File: config.mk
export PLATFORM = sky130hd
export DESIGN_NAME = i2c_reg_access_seq
export DESIGN_NICKNAME = d
export VERILOG_FILES = /design/src/rtl/i2c_seq_pkg.sv /design/src/rtl/wb_single_master.sv /design/src/rtl/i2c_reg_access_seq.sv
export SDC_FILE = /design/constraint.sdc
export NUM_CORES = 1
export LEC_CHECK = 0
export CAP_MARGIN = 20
export CORE_UTILIZATION = 45
export DETAILED_ROUTE_END_ITERATION = 6
export PLACE_DENSITY_LB_ADDON = 0.15
export SETUP_SLACK_MARGIN = 0.4
export SLEW_MARGIN = 30
export SYNTH_ARGS = -nofsm -noshare
export SYNTH_HDL_FRONTEND = slang
export SYNTH_SLANG_ARGS = --single-unit
export TNS_END_PERCENT = 30
File: constraint.sdc
create_clock -name wb_clk_i -period 5.2 [get_ports wb_clk_i]
set_clock_uncertainty 0.05 [all_clocks]
set_input_delay 0.52 -clock wb_clk_i [delete_from_list [all_inputs] [get_ports wb_clk_i]]
set_output_delay 0.52 -clock wb_clk_i [all_outputs]
set_load 0.05 [all_outputs]
File: src/rtl/i2c_seq_pkg.sv
// Shared constants, bus payload type and step tables for the I2C register-access sequencer.
package i2c_seq_pkg;

    localparam int unsigned ADR_W = 3;
    localparam int unsigned DAT_W = 8;

    localparam logic [ADR_W-1:0] ADR_PRER_LO = 3'd0;
    localparam logic [ADR_W-1:0] ADR_PRER_HI = 3'd1;
    localparam logic [ADR_W-1:0] ADR_CTR     = 3'd2;
    localparam logic [ADR_W-1:0] ADR_TXR     = 3'd3;
    localparam logic [ADR_W-1:0] ADR_RXR     = 3'd3;
    localparam logic [ADR_W-1:0] ADR_CR      = 3'd4;
    localparam logic [ADR_W-1:0] ADR_SR      = 3'd4;

    localparam logic [DAT_W-1:0] CR_STA_WR      = 8'h90;
    localparam logic [DAT_W-1:0] CR_WR          = 8'h10;
    localparam logic [DAT_W-1:0] CR_WR_STO      = 8'h50;
    localparam logic [DAT_W-1:0] CR_RD_NACK_STO = 8'h68;
    localparam logic [DAT_W-1:0] CR_STO         = 8'h40;
    localparam logic [DAT_W-1:0] CTR_EN         = 8'h80;

    localparam int unsigned SR_TIP   = 1;
    localparam int unsigned SR_AL    = 5;
    localparam int unsigned SR_RXACK = 7;

    typedef enum logic [3:0] {
        ST_RESET, ST_INIT_LO, ST_INIT_HI, ST_INIT_CTR, ST_IDLE,
        ST_TX_WR, ST_CR_WR, ST_POLL, ST_CHECK,
        ST_STOP_WR, ST_STOP_POLL, ST_RX_RD, ST_RESP
    } seq_state_e;

    typedef struct packed {
        logic             we;
        logic [ADR_W-1:0] adr;
        logic [DAT_W-1:0] dat;
    } wb_req_t;

    // CR command for each byte step; steps 2/3 differ between write and read
    function automatic logic [DAT_W-1:0] step_cr(input logic rw, input logic [1:0] step);
        logic [DAT_W-1:0] cr;
        case (step)
            2'd0:    cr = CR_STA_WR;
            2'd1:    cr = CR_WR;
            2'd2:    cr = rw ? CR_STA_WR : CR_WR_STO;
            default: cr = CR_RD_NACK_STO;
        endcase
        return cr;
    endfunction

    function automatic logic [DAT_W-1:0] step_txr(input logic rw, input logic [1:0] step,
                                                  input logic [6:0] dev, input logic [7:0] rad,
                                                  input logic [7:0] wdata);
        logic [DAT_W-1:0] tx;
        case (step)
            2'd0:    tx = {dev, 1'b0};
            2'd1:    tx = rad;
            2'd2:    tx = rw ? {dev, 1'b1} : wdata;
            default: tx = 8'h00;
        endcase
        return tx;
    endfunction

endpackage

File: src/rtl/wb_single_master.sv
// One-transfer Wishbone master: a req pulse launches a single access held until ack.
module wb_single_master
    import i2c_seq_pkg::*;
(
    input  logic             wb_clk_i,
    input  logic             arst_i,
    input  logic             req,
    input  wb_req_t          req_pl,
    output logic             done_c,
    output logic [DAT_W-1:0] rdata_c,
    output logic [ADR_W-1:0] wbm_adr_o,
    output logic [DAT_W-1:0] wbm_dat_o,
    output logic             wbm_we_o,
    output logic             wbm_stb_o,
    output logic             wbm_cyc_o,
    input  logic [DAT_W-1:0] wbm_dat_i,
    input  logic             wbm_ack_i
);

    assign done_c  = wbm_cyc_o & wbm_ack_i;
    assign rdata_c = wbm_dat_i;

    always_ff @(posedge wb_clk_i or negedge arst_i) begin
        if (!arst_i) begin
            wbm_cyc_o <= 1'b0;
            wbm_stb_o <= 1'b0;
            wbm_we_o  <= 1'b0;
            wbm_adr_o <= '0;
            wbm_dat_o <= '0;
        end else if (done_c) begin
            wbm_cyc_o <= 1'b0;
            wbm_stb_o <= 1'b0;
            wbm_we_o  <= 1'b0;
            wbm_adr_o <= '0;
            wbm_dat_o <= '0;
        end else if (req && !wbm_cyc_o) begin
            wbm_cyc_o <= 1'b1;
            wbm_stb_o <= 1'b1;
            wbm_we_o  <= req_pl.we;
            wbm_adr_o <= req_pl.adr;
            wbm_dat_o <= req_pl.dat;
        end
    end

endmodule

File: src/rtl/i2c_reg_access_seq.sv
// Wishbone sequencer for single-byte I2C register writes and random reads via i2c_master_top.
// Optional SR-poll watchdog enabled by defining I2C_SEQ_TIMEOUT_EN.
module i2c_reg_access_seq
    import i2c_seq_pkg::*;
#(
    parameter logic [15:0] PRESCALE      = 16'h003F,
    parameter logic [15:0] TIMEOUT_POLLS = 16'd4096
) (
    input  logic             wb_clk_i,
    input  logic             arst_i,
    input  logic             cmd_valid,
    output logic             cmd_ready,
    input  logic             cmd_rw,
    input  logic [6:0]       cmd_dev,
    input  logic [7:0]       cmd_reg,
    input  logic [7:0]       cmd_wdata,
    output logic             rsp_valid,
    output logic [7:0]       rsp_rdata,
    output logic             rsp_nack,
    output logic             rsp_al,
    output logic             rsp_timeout,
    output logic [ADR_W-1:0] wbm_adr_o,
    output logic [DAT_W-1:0] wbm_dat_o,
    output logic             wbm_we_o,
    output logic             wbm_stb_o,
    output logic             wbm_cyc_o,
    input  logic [DAT_W-1:0] wbm_dat_i,
    input  logic             wbm_ack_i
);

    seq_state_e       state_q;
    logic             rw_q;
    logic [6:0]       dev_q;
    logic [7:0]       rad_q;
    logic [7:0]       wdata_q;
    logic [1:0]       step_q;
    logic             al_q;
    logic             rxack_q;
    logic             req_q;
    wb_req_t          req_pl_q;
    logic             done_c;
    logic [DAT_W-1:0] rdata_c;
    logic [1:0]       nxt_step_c;
    logic             last_c;
    logic             rd_final_c;

    assign nxt_step_c = step_q + 2'd1;
    assign last_c     = (step_q == (rw_q ? 2'd3 : 2'd2));
    assign rd_final_c = rw_q && (step_q == 2'd3);

`ifdef I2C_SEQ_TIMEOUT_EN
    logic [15:0] poll_cnt_q;
    logic [15:0] poll_inc_c;
    logic        pend_to_q;
    // saturating poll count, never wraps
    assign poll_inc_c = (poll_cnt_q == 16'hFFFF) ? poll_cnt_q : poll_cnt_q + 16'd1;
`else
    logic unused_timeout_polls;
    assign unused_timeout_polls = ^TIMEOUT_POLLS;
    assign rsp_timeout          = 1'b0;
`endif

    wb_single_master u_wbm (
        .wb_clk_i  (wb_clk_i),
        .arst_i    (arst_i),
        .req       (req_q),
        .req_pl    (req_pl_q),
        .done_c    (done_c),
        .rdata_c   (rdata_c),
        .wbm_adr_o (wbm_adr_o),
        .wbm_dat_o (wbm_dat_o),
        .wbm_we_o  (wbm_we_o),
        .wbm_stb_o (wbm_stb_o),
        .wbm_cyc_o (wbm_cyc_o),
        .wbm_dat_i (wbm_dat_i),
        .wbm_ack_i (wbm_ack_i)
    );

    always_ff @(posedge wb_clk_i or negedge arst_i) begin
        if (!arst_i) begin
            state_q   <= ST_RESET;
            cmd_ready <= 1'b0;
            rsp_valid <= 1'b0;
            rsp_rdata <= '0;
            rsp_nack  <= 1'b0;
            rsp_al    <= 1'b0;
            rw_q      <= 1'b0;
            dev_q     <= '0;
            rad_q     <= '0;
            wdata_q   <= '0;
            step_q    <= '0;
            al_q      <= 1'b0;
            rxack_q   <= 1'b0;
            req_q     <= 1'b0;
            req_pl_q  <= '0;
`ifdef I2C_SEQ_TIMEOUT_EN
            rsp_timeout <= 1'b0;
            poll_cnt_q  <= '0;
            pend_to_q   <= 1'b0;
`endif
        end else begin
            req_q <= 1'b0;
            case (state_q)
                ST_RESET: begin
                    req_q    <= 1'b1;
                    req_pl_q <= wb_req_t'{we: 1'b1, adr: ADR_PRER_LO, dat: PRESCALE[7:0]};
                    state_q  <= ST_INIT_LO;
                end
                ST_INIT_LO: if (done_c) begin
                    req_q    <= 1'b1;
                    req_pl_q <= wb_req_t'{we: 1'b1, adr: ADR_PRER_HI, dat: PRESCALE[15:8]};
                    state_q  <= ST_INIT_HI;
                end
                ST_INIT_HI: if (done_c) begin
                    req_q    <= 1'b1;
                    req_pl_q <= wb_req_t'{we: 1'b1, adr: ADR_CTR, dat: CTR_EN};
                    state_q  <= ST_INIT_CTR;
                end
                ST_INIT_CTR: if (done_c) begin
                    cmd_ready <= 1'b1;
                    state_q   <= ST_IDLE;
                end
                ST_IDLE: if (cmd_valid && cmd_ready) begin
                    cmd_ready <= 1'b0;
                    rw_q      <= cmd_rw;
                    dev_q     <= cmd_dev;
                    rad_q     <= cmd_reg;
                    wdata_q   <= cmd_wdata;
                    step_q    <= 2'd0;
`ifdef I2C_SEQ_TIMEOUT_EN
                    pend_to_q <= 1'b0;
`endif
                    req_q     <= 1'b1;
                    req_pl_q  <= wb_req_t'{we: 1'b1, adr: ADR_TXR, dat: {cmd_dev, 1'b0}};
                    state_q   <= ST_TX_WR;
                end
                ST_TX_WR: if (done_c) begin
                    req_q    <= 1'b1;
                    req_pl_q <= wb_req_t'{we: 1'b1, adr: ADR_CR, dat: step_cr(rw_q, step_q)};
                    state_q  <= ST_CR_WR;
                end
                ST_CR_WR: if (done_c) begin
`ifdef I2C_SEQ_TIMEOUT_EN
                    poll_cnt_q <= '0;
`endif
                    req_q    <= 1'b1;
                    req_pl_q <= wb_req_t'{we: 1'b0, adr: ADR_SR, dat: 8'h00};
                    state_q  <= ST_POLL;
                end
                ST_POLL: if (done_c) begin
                    if (rdata_c[SR_TIP]) begin
`ifdef I2C_SEQ_TIMEOUT_EN
                        if (poll_inc_c >= TIMEOUT_POLLS) begin
                            pend_to_q <= 1'b1;
                            req_q     <= 1'b1;
                            req_pl_q  <= wb_req_t'{we: 1'b1, adr: ADR_CR, dat: CR_STO};
                            state_q   <= ST_STOP_WR;
                        end else begin
                            poll_cnt_q <= poll_inc_c;
                            req_q      <= 1'b1;
                            req_pl_q   <= wb_req_t'{we: 1'b0, adr: ADR_SR, dat: 8'h00};
                        end
`else
                        req_q    <= 1'b1;
                        req_pl_q <= wb_req_t'{we: 1'b0, adr: ADR_SR, dat: 8'h00};
`endif
                    end else begin
                        al_q    <= rdata_c[SR_AL];
                        rxack_q <= rdata_c[SR_RXACK];
                        state_q <= ST_CHECK;
                    end
                end
                // arbitration loss outranks NACK; RxACK on the final read byte is our own NACK
                ST_CHECK: begin
                    if (al_q) begin
                        rsp_valid <= 1'b1;
                        rsp_al    <= 1'b1;
                        state_q   <= ST_RESP;
                    end else if (rxack_q && !rd_final_c) begin
                        req_q    <= 1'b1;
                        req_pl_q <= wb_req_t'{we: 1'b1, adr: ADR_CR, dat: CR_STO};
                        state_q  <= ST_STOP_WR;
                    end else if (last_c) begin
                        if (rw_q) begin
                            req_q    <= 1'b1;
                            req_pl_q <= wb_req_t'{we: 1'b0, adr: ADR_RXR, dat: 8'h00};
                            state_q  <= ST_RX_RD;
                        end else begin
                            rsp_valid <= 1'b1;
                            state_q   <= ST_RESP;
                        end
                    end else begin
                        step_q <= nxt_step_c;
                        req_q  <= 1'b1;
                        if (nxt_step_c != 2'd3) begin
                            req_pl_q <= wb_req_t'{we: 1'b1, adr: ADR_TXR,
                                dat: step_txr(rw_q, nxt_step_c, dev_q, rad_q, wdata_q)};
                            state_q  <= ST_TX_WR;
                        end else begin
                            req_pl_q <= wb_req_t'{we: 1'b1, adr: ADR_CR, dat: step_cr(rw_q, nxt_step_c)};
                            state_q  <= ST_CR_WR;
                        end
                    end
                end
                ST_STOP_WR: if (done_c) begin
`ifdef I2C_SEQ_TIMEOUT_EN
                    if (pend_to_q) begin
                        rsp_valid   <= 1'b1;
                        rsp_timeout <= 1'b1;
                        state_q     <= ST_RESP;
                    end else begin
                        req_q    <= 1'b1;
                        req_pl_q <= wb_req_t'{we: 1'b0, adr: ADR_SR, dat: 8'h00};
                        state_q  <= ST_STOP_POLL;
                    end
`else
                    req_q    <= 1'b1;
                    req_pl_q <= wb_req_t'{we: 1'b0, adr: ADR_SR, dat: 8'h00};
                    state_q  <= ST_STOP_POLL;
`endif
                end
                ST_STOP_POLL: if (done_c) begin
                    if (rdata_c[SR_TIP]) begin
                        req_q    <= 1'b1;
                        req_pl_q <= wb_req_t'{we: 1'b0, adr: ADR_SR, dat: 8'h00};
                    end else begin
                        rsp_valid <= 1'b1;
                        rsp_nack  <= 1'b1;
                        state_q   <= ST_RESP;
                    end
                end
                ST_RX_RD: if (done_c) begin
                    rsp_rdata <= rdata_c;
                    rsp_valid <= 1'b1;
                    state_q   <= ST_RESP;
                end
                ST_RESP: begin
                    rsp_valid <= 1'b0;
                    rsp_nack  <= 1'b0;
                    rsp_al    <= 1'b0;
`ifdef I2C_SEQ_TIMEOUT_EN
                    rsp_timeout <= 1'b0;
`endif
                    cmd_ready <= 1'b1;
                    state_q   <= ST_IDLE;
                end
                default: state_q <= ST_RESET;
            endcase
        end
    end

endmodule

==> impl_metrics.ini <==
[global_routing]
overflow = 0
antenna_found_initial = 0
grt_pass1_wl_um = 14300
grt_max_degree = 71
grtUsageTotal_pct = 21.3
grt_pass1_vias = 2774

[die]
rows = 32
fp.dieH_um = 92.9
io_pins = 63
die_x_um = 92.9
core_um2 = 7850
initial_utilization_pct = 47.4
die_area_um2 = 8630

[clocking]
cts_max_path_buffers = 2
insertion_delay_ns = 0.34
cts_tree = yes
postCtsHoldBufs = 0
cts-root-buf = clkbuf_8
path_clk_slew_ns = 0.08
post_cts_resized = 0
cts_setup_buffers = 0
htreeDepth = 3
clock_sinks = 70
cts_buffers = 9

[logic_synthesis]
yosysTopAreaCell = dfrtp_1
synth_cells = 342
synthTopCellsByArea = dfrtp_1 (47%), mux2_2 (11%), mux2i_1 (4.3%), o21ai_0 (3.2%), nand2_1 (2.9%)
synth_top_area_share_pct = 47.1
syn_area_um2 = 3720
ys.flop_type = dfrtp_1
syn-mean-instance-area_um2 = 10.9
yosysSeqAreaShare_pct = 47.1
syn_nets = 385
synth-edff-count = 0
ys_ff_latch = 70
synthDistinctLibCells = 63
yosys_warnings = 0
synth.most_common_cell = dfrtp_1
synth_common_cells = dfrtp_1 (70), mux2_2 (36), nand2_1 (29), o21ai_0 (24), mux2i_1 (16)
synthArstFlopShare_pct = 100

[pwr]
p_int_uw = 1510
leakage_uw = 0.00182
p_switching_uw = 1200
vdd_drop_max_mv = 0.299
p_total_uw = 2710
clock_power_share_pct = 14.0
combPwrFrac_pct = 47.2
swShare_pct = 44.2
p_seq_share_pct = 38.9
powerDensity_nw_per_um2 = 601

[timing]
finalSetupViolCount = 0
fmax_mhz = 356
period_needed_ns = 2.81
finalHoldViolCount = 0
drv_slew = 0
slew_headroom_pct = 44.5
finalCritPeriodShare_pct = 54.0
rsz0062_at_grt = no
tightest_slew_ns = 0.829
final.setup.tns_ns = 0

[drt]
detail_route.iter0.violations = 249
routedWlPerCell_um = 16.8
drt-total-wl_um = 8360
vias = 2868
viasPerCell = 5.76
first_pass_iters = 5
ant_nets = 0
drc = 0

[worst_setup_path]
path_class = flop to flop
r2r-start = state_q[0]
critPathMaxFanout = 29
crit_required_ns = 5.39
reg2regPathDepth = 6
reg2reg_slack_ns = 2.39
worstReg2RegEnd = req_pl_q[8]
crit_path_end_kind = flop
arrival_ns = 2.99
start_kind = flop

[place]
hpwl_um = 5950
port_buffers = 61
place.gp.congestion = 0.840

[finish]
fill_cells = 711
nets = 434
drive_above_1_share_pct = 15.9
area_growth_syn_to_layout_pct = 21.2
diodes = 0

[run]
maxCapViolCount = 0

[worst_hold_path]
hp-class = input pin to asynchronous set/reset pin

[run_status]
outcome = finished, final reports clean
-- final cells by class --
class / instances / area, um2 / area share [%]
repair buffers: 64 / 632 / 14.0
multi-input cells: 238 / 1800 / 39.9
clock inverters: 5 / 36.3 / 0.806
flip-flops and latches: 70 / 1750 / 38.9
clock buffers: 11 / 131 / 2.92
well taps: 102 / 128 / 2.83
inverters: 8 / 30.0 / 0.667
-- metrics by stage --
step / instances / utilization [%] / setup WS (ns) / hold slack (ns) / area, um2
after floorplan: 342 / - / 2.94 / 0.174 / 3720
after global placement: 482 / 55.2 / 2.45 / 0.431 / 4330
after detailed placement: 482 / 55.2 / 2.40 / 0.440 / 4330
after CTS: 498 / 57.4 / 2.39 / 0.352 / 4500
after global routing: 498 / 57.4 / 2.18 / 0.272 / 4500
final: 498 / 57.4 / 2.39 / 0.200 / 4500
-- how the worst max path moves through the flow --
| stage | start | end | cells past startpoint |
|---|---|---|---|
| after global placement | state_q[0] | req_pl_q[11] | 6 |
| after global routing | state_q[0] | req_pl_q[11] | 6 |
| after detailed placement | cmd_valid | req_pl_q[8] | 7 |
| final | state_q[0] | req_pl_q[8] | 6 |
| after CTS | state_q[0] | req_pl_q[8] | 6 |
| after floorplan | step_q[1] | req_pl_q[6] | 8 |
-- per-layer routing --
layer	global-route usage, %	share of wire, %
met1	29.2	46
met2	33.0	47
met3	5.17	4.9
met4	7.05	2.1
met5	0	0
-- registers in the layout (all words and copies together), names as in the netlist --
register         flops
rsp_al               1
rxack_q              1
wdata_q              8
req_pl_q            12
state_q              4
step_q               2
rad_q                8
u_wbm.wbm_stb_o      1
rsp_rdata            8
u_wbm.wbm_dat_o      8
u_wbm.wbm_we_o       1
rsp_nack             1
rsp_valid            1
cmd_ready            1
dev_q                7
al_q                 1
rw_q                 1
u_wbm.wbm_adr_o      3
req_q                1
-- layout by cell type (no fill, tap or decap), drive strengths merged, types with 3 or more instances in the layout --
cell type | netlist | final
dfrtp | 70 | 70
clkdlybuf4s50 | 0 | 60
mux2 | 37 | 37
nand2 | 29 | 29
o21ai | 25 | 25
mux2i | 16 | 16
nor3 | 14 | 14
a21oi | 12 | 12
nor2 | 11 | 11
clkbuf | 11 | 11
inv | 8 | 8
ha | 7 | 7
nand2b | 5 | 5
a31oi | 5 | 5
nor2b | 5 | 5
clkinv | 0 | 5
nand3 | 4 | 4
a21o | 4 | 4
o31a | 4 | 4
buf | 15 | 4
a221oi | 3 | 3
a21boi | 3 | 3
a311oi | 3 | 3
o221ai | 3 | 3
a2111oi | 3 | 3
a211oi | 3 | 3
a221o | 3 | 3
a222oi | 3 | 3
a211o | 3 | 3
-- worst max-delay path, stage by stage, from the launching register on --
cell	delay, ns
dfrtp_1	0.62
or2_1	0.48
nor3_4	0.22
buf_4	0.35
or3_1	0.53
o21ai_1	0.20
o221a_1	0.26
-- kinds of logic (layout without fill, tap and decap cells) --
family          count (synthesis)  in the layout  synth area share (%)
compound gates                 96             96                  18.9
simple gates                   79             79                  10.8
flops                          70             70                  47.1
mux                            53             53                  15.5
buf+inv                        34             88                  4.75
fa+ha+maj                       7              7                  2.36
xor+xnor                        2              2                 0.471
other cells                     1              1                 0.101
-- power groups by stage --
stage / sequential [uW] / combinational, uW / clock, uW
floorplan: 1100 / 873 / 0
global placement: 1060 / 1260 / 0
detailed placement: 1060 / 1270 / 0
CTS: 1050 / 1280 / 393
global route: 1100 / 1390 / 419
finish: 1050 / 1280 / 379
No activity file was read; power rests on OpenSTA's default activity.
